**src/rtl/router_fsm.sv**
```systemverilog
// Control FSM of the 1x3 router: decodes packet headers, gates writes into the
// addressed output FIFO, stalls the source, and sequences the parity check.
module router_fsm (
    input  logic                router_clock,
    input  logic                resetn,
    input  logic                pkt_valid,
    input  logic [1:0]          data_in,
    input  logic                fifo_full,
    input  logic                fifo_empty_0,
    input  logic                fifo_empty_1,
    input  logic                fifo_empty_2,
    input  logic                soft_reset_0,
    input  logic                soft_reset_1,
    input  logic                soft_reset_2,
    input  logic                parity_done,
    input  logic                low_pkt_valid,
    output logic                busy,
    output logic                detect_add,
    output logic                lfd_state,
    output logic                ld_state,
    output logic                laf_state,
    output logic                full_state,
    output logic                write_enb_reg,
    output logic                rst_int_reg,
    output logic [1:0]          fifo_addr
);

    localparam int unsigned ADDR_W = 2;

    typedef enum logic [2:0] {
        DECODE_ADDRESS     = 3'd0,
        LOAD_FIRST_DATA    = 3'd1,
        LOAD_DATA          = 3'd2,
        FIFO_FULL_STATE    = 3'd3,
        LOAD_AFTER_FULL    = 3'd4,
        LOAD_PARITY        = 3'd5,
        CHECK_PARITY_ERROR = 3'd6,
        WAIT_TILL_EMPTY    = 3'd7
    } state_t;

    state_t              state;
    state_t              state_next;
    logic                addr_accept;
    logic [ADDR_W-1:0]   empty_idx;
    logic                empty_sel;
    logic                sreset_sel;

    // State register and destination latch; reset is synchronous.
    always_ff @(posedge router_clock) begin
        if (!resetn) begin
            state     <= DECODE_ADDRESS;
            fifo_addr <= '0;
        end else begin
            state <= state_next;
            if (addr_accept) begin
                fifo_addr <= data_in;
            end
        end
    end

    // Next-state logic and Moore output decodes.
    always_comb begin
        state_next    = state;
        addr_accept   = 1'b0;
        empty_idx     = fifo_addr;
        empty_sel     = 1'b0;
        sreset_sel    = 1'b0;
        busy          = 1'b0;
        detect_add    = 1'b0;
        lfd_state     = 1'b0;
        ld_state      = 1'b0;
        laf_state     = 1'b0;
        full_state    = 1'b0;
        write_enb_reg = 1'b0;
        rst_int_reg   = 1'b0;

        // While decoding, the incoming address picks which empty flag matters.
        if (state == DECODE_ADDRESS) begin
            empty_idx = data_in;
        end

        case (empty_idx)
            2'd0:    empty_sel = fifo_empty_0;
            2'd1:    empty_sel = fifo_empty_1;
            2'd2:    empty_sel = fifo_empty_2;
            default: empty_sel = 1'b0;
        endcase

        case (fifo_addr)
            2'd0:    sreset_sel = soft_reset_0;
            2'd1:    sreset_sel = soft_reset_1;
            2'd2:    sreset_sel = soft_reset_2;
            default: sreset_sel = 1'b0;
        endcase

        addr_accept = (state == DECODE_ADDRESS) && pkt_valid && (data_in != 2'b11);

        case (state)
            DECODE_ADDRESS: begin
                detect_add = 1'b1;
                if (addr_accept) begin
                    state_next = empty_sel ? LOAD_FIRST_DATA : WAIT_TILL_EMPTY;
                end
            end
            WAIT_TILL_EMPTY: begin
                busy = 1'b1;
                if (empty_sel) begin
                    state_next = LOAD_FIRST_DATA;
                end
            end
            LOAD_FIRST_DATA: begin
                busy       = 1'b1;
                lfd_state  = 1'b1;
                state_next = LOAD_DATA;
            end
            LOAD_DATA: begin
                ld_state      = 1'b1;
                write_enb_reg = 1'b1;
                if (fifo_full) begin
                    state_next = FIFO_FULL_STATE;
                end else if (!pkt_valid) begin
                    state_next = LOAD_PARITY;
                end
            end
            FIFO_FULL_STATE: begin
                busy       = 1'b1;
                full_state = 1'b1;
                if (!fifo_full) begin
                    state_next = LOAD_AFTER_FULL;
                end
            end
            LOAD_AFTER_FULL: begin
                busy          = 1'b1;
                laf_state     = 1'b1;
                write_enb_reg = 1'b1;
                if (parity_done) begin
                    state_next = DECODE_ADDRESS;
                end else if (low_pkt_valid) begin
                    state_next = LOAD_PARITY;
                end else begin
                    state_next = LOAD_DATA;
                end
            end
            LOAD_PARITY: begin
                busy          = 1'b1;
                write_enb_reg = 1'b1;
                state_next    = CHECK_PARITY_ERROR;
            end
            CHECK_PARITY_ERROR: begin
                busy        = 1'b1;
                rst_int_reg = 1'b1;
                state_next  = fifo_full ? FIFO_FULL_STATE : DECODE_ADDRESS;
            end
            default: state_next = DECODE_ADDRESS;
        endcase

        // A soft reset on the selected port aborts any in-flight packet.
        if ((state != DECODE_ADDRESS) && sreset_sel) begin
            state_next = DECODE_ADDRESS;
        end
    end

endmodule

```
**config.mk**
```make
export PLATFORM = sky130hd
export DESIGN_NAME = router_fsm
export DESIGN_NICKNAME = d
export VERILOG_FILES = /design/src/rtl/router_fsm.sv
export SDC_FILE = /design/constraint.sdc
export NUM_CORES = 1
export LEC_CHECK = 0
export CAP_MARGIN = 20
export CORE_AREA = 2 2 39 41
export CTS_BUF_LIST = sky130_fd_sc_hd__clkbuf_4 sky130_fd_sc_hd__clkbuf_8
export DETAILED_ROUTE_END_ITERATION = 10
export DIE_AREA = 0 0 41 43
export GPL_ROUTABILITY_DRIVEN = 0
export PLACE_DENSITY = 0.73
export SYNTH_ARGS = -nofsm -noshare
export SYNTH_HDL_FRONTEND = slang
export SYNTH_SLANG_ARGS = --single-unit
```
**constraint.sdc**
```tcl
create_clock -name router_clock -period 3.9 [get_ports router_clock]
set_clock_uncertainty 0.2 [all_clocks]
set_input_delay 0.585 -clock router_clock [delete_from_list [all_inputs] [get_ports router_clock]]
set_output_delay 0.585 -clock router_clock [all_outputs]
set_load 0.005 [all_outputs]
```
# == Word level (Yosys, flattened, before mapping) ==
# Index checks and enable logic that the tools add are counted.
# word_totals
inputBits,14
regBits,5
elab_cells,51
# op_classes
bitwise_logic,1
mux,21
n_reduce_logical,11
n_eq_ne,16
# ops
operator,count
$mux W3,8
$pmux W3 S8,1
$eq A3 B3 Y1 const B,4
$mux W1,8
$ne A2 B2 Y1 const B,4
$eq A3 B2 Y1 const B,2
$pmux W1 S3,2
$reduce_or A6 Y1,1
$eq A2 B1 Y1 const B,2
$eq A2 B2 Y1 const B,2
$logic_not A2 Y1,2
$mux W2,2
$reduce_and A4 Y1,1
$eq A3 B1 Y1 const B,1
$logic_and A1 B1 Y1,3
$logic_not A3 Y1,1
$ne A3 B3 Y1 const B,1
$reduce_bool A3 Y1,1
$reduce_or A3 Y1,1
$reduce_or A2 Y1,1
$not A1 Y1,1

# == Longest topological paths before layout ==
# Gate-level depths: netlist of the first run.
# depth
ltp_word,7
depth_mapped,5
depth_no_buf,5

# == Worst setup path before layout of the first run ==
# No wires, ideal clock.
# synth_path
path_type,input port to flip-flop
start,in pkt_valid
end,reg state[0]
slack_ns,2.168
arrival_time_ns,1.410
cell_stages,4
setup_ns,0.122
path_cell_list,or3b_2 -> a21oi_1 -> or4_1 -> o311a_1
# synth_between
elab_chain_len,4
elab_cells_between_ends,5
cone_classes,2 x eq/ne; 3 x reduce/logical
# synth_lines
item,line_no,text
from (decl),6,"input logic pkt_valid,"
$logic_and A1 B1 Y1 (2 in a row),96,addr_accept = (state == DECODE_ADDRESS) && pkt_valid && (data_in != 2'b11);
$ne A2 B2 Y1 (no line),--,
$reduce_and A4 Y1 (no line) *,--,
to (signal assigned),54,state <= state_next;
to (decl),41,state_t state;
# Mark *: on every way between the ends. The rest lies on a longest branch, timed or not.
# A chain may end at the register's enable or synchronous reset.

# == Final worst setup path of the first run ==
# layout_path
start,reg state[2]
end,out detect_add
# layout_between
elab_chain_len,2
# layout_lines
item,line_no,text
$logic_not A3 Y1,98,case (state)
$mux W1,98,
to (decl),18,"output logic detect_add,"
# Every way passes these cells.

==> results of run 1 <==
-- worst max path at each step --
stage	startpoint	end	slack (ns)	cells after the start
finish	state[2]$_SDFFE_PP0P_	detect_add	1.36	3
global route	state[2]$_SDFFE_PP0P_	detect_add	1.25	3
CTS	state[2]$_SDFFE_PP0P_	detect_add	1.35	3
detailed placement	pkt_valid	state[0]$_SDFFE_PP0P_	1.55	5
global placement	pkt_valid	state[2]$_SDFFE_PP0P_	1.56	5
floorplan	pkt_valid	state[0]$_SDFFE_PP0P_	2.17	4
-- critical path: stages (launching register included) --
cell	delay, ns
dfxtp_1	0.41
or3_4	0.46
inv_1	0.12
clkdlybuf4s50_1	0.51
-- final cells by class --
type                            instances  area, sq um
Clock buffer                            4         30.0
Sequential cell                         5          100
Fill cell                             161          641
Inverter                                9         33.8
Tap cell                               16         20.0
Multi-Input combinational cell         51          329
Timing Repair Buffer                   23          230
-- registers in the layout, indices dropped and copies added, names as in the netlist --
name,count
state,3
fifo_addr,2
-- cell usage in the layout (no fill, tap or decap) --
cell	netlist	layout
a211oi_1	2	2
a21boi_0	1	1
a21oi_1	4	4
a221oi_1	1	1
a221oi_2	1	1
a31oi_1	1	1
and2_1	1	1
and3b_1	1	1
clkbuf_4	0	4
clkdlybuf4s50_1	0	23
dfxtp_1	5	5
inv_1	9	9
mux2i_1	2	2
nand2_1	8	8
nand2b_1	3	3
nand3b_1	1	1
nor2_1	7	7
nor2b_1	1	1
nor3_1	2	2
nor3b_1	1	1
o2111ai_1	1	1
o211a_1	1	1
o211ai_1	1	1
o21ai_0	1	1
o21ai_1	1	1
o221a_2	1	1
o22ai_1	1	1
o311a_1	1	1
o31a_1	1	1
or2_2	1	1
or3_4	1	1
or3b_2	2	2
or4_1	1	1
-- cell families after synthesis --
family | count (synthesis) | synth area share
DFF | 5 | 0.211
and+or+nand+nor | 30 | 0.345
muxes | 2 | 0.0421
AOI/OAI and AO/OA | 19 | 0.305
buffers and inverters | 12 | 0.0974
-- through the flow --
| stage | utilization | power (mW) | instances | setup WS [ns] | instance area (sq um) |
|---|---|---|---|---|---|
| finish | 0.537 | 0.469 | 108 | 1.36 | 743 |
| global route | 0.537 | 0.518 | 108 | 1.25 | 743 |
| CTS | 0.537 | 0.476 | 108 | 1.35 | 743 |
| detailed placement | 0.515 | 0.407 | 104 | 1.55 | 713 |
| global placement | 0.515 | 0.402 | 104 | 1.56 | 713 |
| floorplan | - | 0.276 | 68 | 2.17 | 475 |
-- metal layers --
layer | GRT usage | part of all wire | vias up
li1 | - | - | 293
met1 | 0.210 | 0.42 | 252
met2 | 0.253 | 0.47 | 21
met3 | 0.0942 | 0.10 | 2
met4 | 0.0400 | 0.014 | 0
met5 | 0 | 0 | -
-- power groups by stage --
stage | Clock, mW | Sequential (mW) | Combinational, mW
after detailed placement | 0 | 0.118 | 0.289
after CTS | 0.0683 | 0.116 | 0.291
after floorplan | 0 | 0.0842 | 0.192
final | 0.0654 | 0.116 | 0.287
after global placement | 0 | 0.115 | 0.287
after global routing | 0.0717 | 0.124 | 0.322
==> flow_metrics.tcl, run 1 <==
set metrics [dict create \
    port_buffers 23 \
    drt_wl_total_microns 1290 \
    clk_pin_slew_ns 0.04 \
    synth_largest_area_cell "dfxtp_1" \
    area_delta_synth_final_pct 56.3 \
    dr_total_vias 568 \
    drt_first_pass_iters 4 \
    p_per_area_nw_per_um2 631 \
    drt_iter0_markers 9 \
    finalSetupViolations 0 \
    clkPwrFrac 0.140 \
    synth_area_leaders "dfxtp_1 (21%), inv_1 (7.1%), nand2_1 (6.3%), nor2_1 (5.5%), a21oi_1 (4.2%)" \
    synth_edf_count 0 \
    place_hpwl_microns 1040 \
    r2r_start "state[2]$_SDFFE_PP0P_" \
    avgViaCountPerCell 5.26 \
    initial_utilization 0.344 \
    postRouteAntennaNets 0 \
    p_comb_frac 0.613 \
    die_area_sq_um 1760 \
    drv_slew 0 \
    antenna_found_initial 0 \
    switchingPower_mw 0.186 \
    drive_above_1_share 0.109 \
    cts_hold_buf 0 \
    holdPathEnd "fifo_addr[1]$_SDFFE_PN0P_" \
    n_antenna_cell 0 \
    coreArea_sq_um 1380 \
    rsz0062_at_grt "no" \
    grt_first_pass_wirelength_microns 2070 \
    ys_ff_latch 5 \
    status "finished, final reports clean" \
    r2r-end "state[1]$_SDFFE_PP0P_" \
    hp-class "reg -> reg" \
    fin_crit_sh 0.652 \
    yosysSeqAreaShare 0.211 \
    timing_worst_setup_path_type "reg -> out" \
    timing_hold_violations_final 0 \
    leakage_nw 0.321 \
    die_width_microns 41 \
    drc_errors 0 \
    syn-num-nets 82 \
    ctsResizeCount 0 \
    synth_top_area_frac 0.211 \
    synthFlopType "dfxtp_1" \
    worstPathArrival_ns 1.76 \
    clock_latency_ns 0.24 \
    ys_warn_count 0 \
    min_from "fifo_addr[1]$_SDFFE_PN0P_" \
    p_int_mw 0.283 \
    grt_max_degree 14 \
    slew_headroom 0.710 \
    io_pins 24 \
    holdWs_ns 0.437 \
    overflow 0 \
    async_flop_share 0 \
    yosysUniqueCellTypes 33 \
    cts_buffer_depth 2 \
    cp_max_fo 13 \
    max-vdd-ir-drop_v 0.000375 \
    grt_pass1_vias 506 \
    die_h_microns 43 \
    crit_required_ns 3.12 \
    clockRootBuffer "clkbuf_4" \
    maxCapViolCount 0 \
    syn_area_sq_um 475 \
    wl_per_cell_microns 12.0 \
    yosys.cell_count.top_type "inv_1" \
    nets 107 \
    finalSetupTns_ns 0 \
    r2r_cells 4 \
    reg2reg_setup_slack_ns 2.02 \
    max_freq_mhz 393 \
    htreeDepth 1 \
    switching_share 0.397 \
    power_frac_seq 0.248 \
    numCtsBuffers 3 \
    fp-row-count 14 \
    grt_usage 0.171 \
    clock-sinks 5 \
    synth.avg_cell_area_sq_um 6.99 \
    cp-start-kind "register" \
    post-cts-setup-buffers 0 \
    worst_slew_pin_slew_ns 0.436 \
    endpoint_kind "primary output" \
    yosys-top-cells-count "inv_1 (9), nand2_1 (8), nor2_1 (7), dfxtp_1 (5), a21oi_1 (4)" \
    hold_path_depth 2 \
    syn_inst 68 \
    cts_tree "yes" \
    finalCriticalPeriod_ns 2.54 \
]
No activity file was read; power rests on OpenSTA's default activity.
==> inputs of run 2 (changes only) <==
- clock period: 3.9 -> 2.49 ns (I/O delays scaled with it)
==> run 2 against run 1 <==
Critical path depth is the same. Largest cell class unchanged. Critical endpoint unchanged. Via count decreased by 0.18%. Combinational power is 69% higher. Global-route usage shrank 0.17 points. Final cell count is 0.93% higher. Clock power is 57% higher. Design area up 1.0%. Worst hold slack lost 0.0058 ns. Critical path type unchanged.
==> flow_metrics.tcl, run 2 (synthesis results as in run 1) <==
set metrics [dict create \
    avgViaCountPerCell 5.20 \
    die_h_microns 43 \
    maxCapViolCount 0 \
    status "finished, final reports clean" \
    clock_latency_ns 0.24 \
    fin_crit_sh 0.928 \
    clk_pin_slew_ns 0.04 \
    htreeDepth 1 \
    die_area_sq_um 1760 \
    clockRootBuffer "clkbuf_4" \
    port_buffers 23 \
    worst_slew_pin_slew_ns 0.417 \
    max_freq_mhz 433 \
    final-instance-count-excl-fill 109 \
    rsz0062_at_grt "no" \
    coreArea_sq_um 1380 \
    finalSetupTns_ns 0 \
    cts_buffer_depth 2 \
    numCtsBuffers 3 \
    drive_above_1_share 0.118 \
    place_hpwl_microns 1050 \
    cp_max_fo 13 \
    final_cell_mix "clkdlybuf4s50_1 (23), inv_1 (9), nand2_1 (8)" \
    overflow 0 \
    max-vdd-ir-drop_v 0.000641 \
    die_width_microns 41 \
    drt_first_pass_iters 4 \
    final.setup.worst_slack_ns 0.180 \
    leakage_nw 0.326 \
    worstPathArrival_ns 1.74 \
    initial_utilization 0.344 \
    slew_headroom 0.722 \
    cts_hold_buf 0 \
    holdWs_ns 0.431 \
    drt_wl_total_microns 1340 \
    hp-class "reg -> reg" \
    clock-sinks 5 \
    drc_errors 0 \
    endpoint_kind "primary output" \
    grt_first_pass_wirelength_microns 2060 \
    cp-start-kind "register" \
    dp_slack_ns 0.360 \
    ctsResizeCount 0 \
    antenna_found_initial 0 \
    drt_iter0_markers 6 \
    post-cts-setup-buffers 0 \
    grt_pass1_vias 539 \
    largest_reg_flops 3 \
    fp-row-count 14 \
    drv_slew 0 \
    cts_tree "yes" \
    area_delta_synth_final_pct 57.9 \
    dr_total_vias 567 \
    dpl.cell_count 105 \
    p_total_mw 0.748 \
    finalCriticalPeriod_ns 2.31 \
    reg_top3 "state x3, fifo_addr x2" \
    r2r_cells 4 \
    p_per_area_nw_per_um2 997 \
    finalSetupViolations 0 \
    regMostFlops "state" \
    timing_hold_violations_final 0 \
    wl_per_cell_microns 12.2 \
    nets 108 \
    timing_worst_setup_path_type "reg -> out" \
    hold_path_depth 2 \
    fillers 154 \
    grt_max_degree 14 \
    io_pins 24 \
    n_antenna_cell 0 \
    crit_required_ns 1.92 \
    mostFrequentLayoutCell "clkdlybuf4s50_1" \
    postRouteAntennaNets 0 \
    grt_usage 0.169 \
]
-- run 2: area by class of cell --
cell class | instances | area (sq um) | area share
Multi-Input combinational cell | 51 | 329 | 0.438
Timing Repair Buffer | 24 | 238 | 0.317
Sequential cell | 5 | 100 | 0.133
Inverter | 9 | 33.8 | 0.0450
Clock buffer | 4 | 30.0 | 0.0400
Tap cell | 16 | 20.0 | 0.0267
-- run 2: worst paths after layout --
kind                              from                        end  slack, ns
max              state[2]$_SDFFE_PP0P_                 detect_add       0.18
min          fifo_addr[1]$_SDFFE_PN0P_  fifo_addr[1]$_SDFFE_PN0P_       0.43
max reg2reg      state[2]$_SDFFE_PP0P_      state[1]$_SDFFE_PP0P_       0.60
min reg2reg  fifo_addr[1]$_SDFFE_PN0P_  fifo_addr[1]$_SDFFE_PN0P_       0.43
-- run 2: power breakdown --
part	internal [mW]	total, mW	switching, mW
sequential	0.109	0.162	0.0528
combinational	0.272	0.484	0.212
clock	0.0713	0.103	0.0314
total	0.452	0.748	0.296
-- run 2: worst max-delay path, cell delays in order (launching register included) --
cell	delay, ns
dfxtp_1	0.41
or3_4	0.46
inv_1	0.12
clkdlybuf4s50_1	0.51
-- run 2: per-stage QoR --
step | util | area (sq um)
after floorplan | - | 475
after global routing | 0.542 | 751
after global placement | 0.521 | 721
after CTS | 0.542 | 751
after detailed placement | 0.521 | 721
final | 0.542 | 751
-- run 2: layer usage --
| metal | part of all wire | track usage | wire length, microns |
|---|---|---|---|
| met2 | 0.47 | 0.278 | 634 |
| met5 | 0 | 0 | 0 |
| met4 | 0.0082 | 0.0400 | 11 |
| met3 | 0.090 | 0.0785 | 120 |
| met1 | 0.43 | 0.188 | 569 |
